===== config.mk =====
export PLATFORM = sky130hd
export DESIGN_NAME = hamming_encoder_stream
export DESIGN_NICKNAME = d
export VERILOG_FILES = /design/src/rtl/hamming_encoder_stream.sv
export SDC_FILE = /design/constraint.sdc
export NUM_CORES = 1
export LEC_CHECK = 0
export ABC_AREA = 1
export CAP_MARGIN = 20
export CELL_PAD_IN_SITES_DETAIL_PLACEMENT = 2
export CELL_PAD_IN_SITES_GLOBAL_PLACEMENT = 2
export CORE_UTILIZATION = 31
export CTS_BUF_LIST = sky130_fd_sc_hd__clkbuf_8
export DETAILED_ROUTE_END_ITERATION = 7
export PLACE_DENSITY_LB_ADDON = 0.1
export REMOVE_ABC_BUFFERS = 1
export SETUP_SLACK_MARGIN = 0.05
export SYNTH_ARGS = -nofsm -noshare
export SYNTH_HDL_FRONTEND = slang
export SYNTH_SLANG_ARGS = --single-unit

===== constraint.sdc =====
create_clock -name clk -period 3.5 [get_ports clk]
set_input_delay 0.7 -clock clk [delete_from_list [all_inputs] [get_ports clk]]
set_output_delay 0.7 -clock clk [all_outputs]
set_load 0.02 [all_outputs]

===== src/rtl/hamming_encoder_stream.sv =====
// rtl/hamming_encoder_stream.sv - streaming Hamming(7,4) encoder with 2-entry skid buffer
// and one-shot single-bit error injection.
module hamming_encoder_stream #(
  parameter int CNT_W = 16
) (
  input  logic             clk,
  input  logic             rst,
  input  logic             in_valid,
  output logic             in_ready,
  input  logic [3:0]       in_data,
  output logic             out_valid,
  input  logic             out_ready,
  output logic [6:0]       out_code,
  input  logic             inj_arm,
  input  logic [2:0]       inj_pos,
  output logic             inj_pending,
  output logic [CNT_W-1:0] word_count
);

  typedef enum logic [1:0] {EMPTY, ONE, TWO} state_t;

  state_t     state;
  state_t     state_nx;
  logic [6:0] head;
  logic [6:0] skid;
  logic [6:0] enc_code;
  logic [6:0] inj_mask;
  logic [6:0] new_code;
  logic [2:0] inj_pos_q;
  logic       accept;
  logic       xfer;

  assign accept    = in_valid & in_ready;
  assign xfer      = out_valid & out_ready;
  assign out_valid = (state != EMPTY);
  assign out_code  = head;

  // Bit layout shared with the decoder: parity at c1, c2, c3; data at c0, c4, c5, c6.
  always_comb begin
    enc_code    = '0;
    enc_code[0] = in_data[0];
    enc_code[1] = in_data[0] ^ in_data[1] ^ in_data[2];
    enc_code[2] = in_data[0] ^ in_data[1] ^ in_data[3];
    enc_code[3] = in_data[1] ^ in_data[2] ^ in_data[3];
    enc_code[4] = in_data[1];
    enc_code[5] = in_data[2];
    enc_code[6] = in_data[3];
  end

  always_comb begin
    inj_mask = '0;
    if (inj_pending && (inj_pos_q != 3'd0)) begin
      inj_mask = 7'b0000001 << (inj_pos_q - 3'd1);
    end
    new_code = enc_code ^ inj_mask;
  end

  always_comb begin
    state_nx = state;
    case (state)
      EMPTY:   if (accept) state_nx = ONE;
      ONE: begin
        if (accept && !xfer)      state_nx = TWO;
        else if (!accept && xfer) state_nx = EMPTY;
      end
      TWO:     if (xfer) state_nx = ONE;
      default: state_nx = EMPTY;
    endcase
  end

  always_ff @(posedge clk) begin
    if (rst) begin
      state       <= EMPTY;
      in_ready    <= 1'b0;
      head        <= '0;
      skid        <= '0;
      inj_pending <= 1'b0;
      inj_pos_q   <= '0;
      word_count  <= '0;
    end else begin
      state    <= state_nx;
      in_ready <= (state_nx != TWO);

      case (state)
        EMPTY: if (accept) head <= new_code;
        ONE: begin
          if (accept && xfer) head <= new_code;
          else if (accept)    skid <= new_code;
        end
        TWO:     if (xfer) head <= skid;
        default: ;
      endcase

      if (accept) begin
        word_count <= word_count + CNT_W'(1);
      end

      // A coincident arm lands after the accepted word consumed the old armed state.
      if (accept && inj_pending) begin
        inj_pending <= 1'b0;
      end
      if (inj_arm) begin
        inj_pending <= (inj_pos != 3'd0);
        inj_pos_q   <= inj_pos;
      end
    end
  end

endmodule


==> flow_metrics.env <==
export IMPL_outcome="completed"
export IMPL_finalHoldViolations=0
export IMPL_required_ns=2.80
export IMPL_antenna_left=0
export IMPL_min_period_over_period_pct=64.8
export IMPL_drv_slew=0
export IMPL_synth_edf_count=0
export IMPL_ioPinCount=38
export IMPL_regToRegSetupSlack_ns=1.88
export IMPL_critPathLaunchType="flop"
export IMPL_area_delta_synth_final_pct=28.2
export IMPL_critPathMaxStageDelay_ns=0.62
export IMPL_h_tree_depth=2
export IMPL_cts_root_buf="clkbuf_8"
export IMPL_crit_type="flop to output port"
export IMPL_utilization_pct=41.2
export IMPL_yosysWarnings=0
export IMPL_use_met1_pct=22.2
export IMPL_n_antenna_cell=0
export IMPL_antenna_found_initial=0
export IMPL_ys_ff_latch=37
export IMPL_drive_above_1_share_pct=9.27
export IMPL_io_buffers=37
export IMPL_drc=0
export IMPL_synthTopCellsByArea="dfxtp_1, nand2_1, inv_1, nor2_1, a21oi_1"
export IMPL_fin_tns_setup_ns=0
export IMPL_wl_um=6170
export IMPL_nets=369
export IMPL_yosysTopAreaCell="dfxtp_1"
export IMPL_wire_per_inst_um=14.3
export IMPL_cts_buffer_depth=2
export IMPL_p_per_area_nw_per_um2=397
export IMPL_grt_overflow_total=0
export IMPL_path_clk_slew_ns=0.08
export IMPL_hp_start="word_count[3]"
export IMPL_start_util_pct=32.2
export IMPL_nFillCells=790
export IMPL_grt_pass1_vias=2243
export IMPL_numCtsBuffers=5
export IMPL_yosysMostFrequentCell="nand2_1"
export IMPL_hp_class="flop to flop"
export IMPL_die_x_um=83.4
export IMPL_use_met2_pct=37.2
export IMPL_yosys_area_top_type_share_pct=36.1
export IMPL_avgSynthCellArea_um2=6.50
export IMPL_yosysSeqAreaShare_pct=36.1
export IMPL_fmax_mhz=441
export IMPL_synth_async_sr_flop_share_pct=0
export IMPL_grt_max_degree=22
export IMPL_cts_hold_buf=0
export IMPL_drv_cap=0
export IMPL_critPathCaptureType="output port"
export IMPL_grt_pass1_wl_um=10700
export IMPL_synthesis_area_um2=2050
export IMPL_slew_headroom_pct=58.2
export IMPL_numClockSinks=37
export IMPL_cp_startpoint="state[1]"
export IMPL_gp_congestion=0.787
export IMPL_reg2reg_from="inj_pos_q[1]"
export IMPL_post_cts_buffers=0
export IMPL_synth_common_cells="nand2_1, inv_1, dfxtp_1, nor2_1, a21oi_1"
export IMPL_critPathSlowestCell="clkdlybuf4s50_1"
export IMPL_power_leakage_nw=1.17
export IMPL_crit_fanout=3
export IMPL_synth_cell_types=29
export IMPL_worstReg2RegEnd="out_code[2]"
export IMPL_grt_util_met3_pct=2.98
export IMPL_cp_cell_sequence="inv_1 > nand2_1 > clkdlybuf4s50_1"
export IMPL_period_minus_slack_ns=2.27
export IMPL_firstDrtPassIters=4
export IMPL_coreArea_um2=6390
export IMPL_viasPerCell=4.89
export IMPL_setup_viol=0
export IMPL_cts_tree="done"
export IMPL_skew_ns=0.00854
export IMPL_grt_busiest_layer="met2"
export IMPL_crit_arrival_ns=1.57
export IMPL_synthFlopType="dfxtp_1"
export IMPL_hpwl_um=4820
export IMPL_finalPower_w=0.00105
export IMPL_worstMarginPinSlew_ns=0.626
export IMPL_reg2reg_depth=9
export IMPL_synth_cells=316
export IMPL_die_area_um2=6950
export IMPL_dieHeight_um=83.4
export IMPL_rsz0062_at_grt="no"
export IMPL_grt_util_all_layers_pct=19.4
export IMPL_peakVddDrop_v=0.000201
export IMPL_crit_end="out_valid"
export IMPL_cts_resized_gates=0
export IMPL_clk_latency_ns=0.29
export IMPL_fp_row_count=29
export IMPL_drtIter0Drc=65
export IMPL_vias=2116
power by group:
part | total (W) | leakage, nW | switching [W] | internal [W]
logic | 0.000139 | 0.799 | 0.0000853 | 0.0000542
clock network | 0.000458 | 0.0687 | 0.000171 | 0.000287
registers | 0.000447 | 0.301 | 0.0000124 | 0.000435
total | 0.00105 | 1.17 | 0.000269 | 0.000776
flip-flops by register name (all words and copies together), names as in the netlist:
| register | flops |
|---|---|
| state | 2 |
| word_count | 16 |
| inj_pos_q | 3 |
| inj_pending | 1 |
| in_ready | 1 |
| skid | 7 |
| out_code | 7 |
layout make-up:
class	instances	area, um2	share of cell area, %
clock buffers	5	68.8	2.61
clock inverters	3	68.8	2.61
inverters	49	184	6.99
multi-input cells	224	1100	41.6
flip-flops and latches	37	741	28.1
well taps	77	96.3	3.66
repair buffers	38	378	14.4
worst max-delay path, delay by kind of cell (launching register included):
| family | cells | cell delay [ns] |
|---|---|---|
| buffers and inverters | 2 | 0.75 |
| flip-flops | 1 | 0.40 |
| AND/OR/NAND/NOR | 1 | 0.14 |
cell usage in the layout, fill, tap and decap left out:
cell              n
nand2_1          88
inv_1            44
nor2_1           37
dfxtp_1          37
clkdlybuf4s50_1  37
a21oi_1          26
o21ai_0          16
nand3_1          14
nand4_1           7
nor2_2            6
inv_2             5
clkbuf_8          5
nand2_2           4
nor3_1            3
nor2_4            3
o21ai_1           3
nand2_4           2
nand4_4           2
a211oi_1          2
xor2_1            2
ha_1              2
bufinv_16         2
a21o_1            1
o211ai_1          1
o21ai_2           1
a31oi_1           1
nor3b_1           1
o21a_1            1
a21oi_2           1
inv_6             1
buf_4             1
layer usage:
metal | wire length [um] | up-vias
met1 | 2670 | 1014
met5 | 0 | -
met4 | 60 | 0
li1 | - | 1072
met3 | 105 | 6
met2 | 3330 | 24
stage by stage:
stage	hold WS, ns	setup WS, ns	std cells	instance area (um2)
after floorplan	0.465	2.03	310	2020
final	0.498	1.23	433	2630
after detailed placement	0.484	1.14	425	2490
after CTS	0.505	1.23	433	2630
after global placement	0.474	1.19	425	2490
after global routing	0.533	1.17	433	2630
worst min path at each step:
stage	slack, ns	end	depth (start not counted)
CTS	0.51	word_count[3]	1
detailed placement	0.48	word_count[3]	1
finish	0.50	word_count[3]	1
global route	0.53	word_count[10]	2
global placement	0.47	word_count[3]	1
floorplan	0.46	skid[0]	2
kinds of logic (layout without fill, tap and decap cells):
kind of cell	after synthesis	count (layout)	share of synthesized area, %
adders and majority gates	2	2	1.22
buffers and inverters	55	95	10.5
AOI/OAI and AO/OA	53	53	14.0
and+or+nand+nor	167	167	37.4
DFF	37	37	36.1
xor gates and xnor gates	2	2	0.853
(Power assumes the default switching activity.)
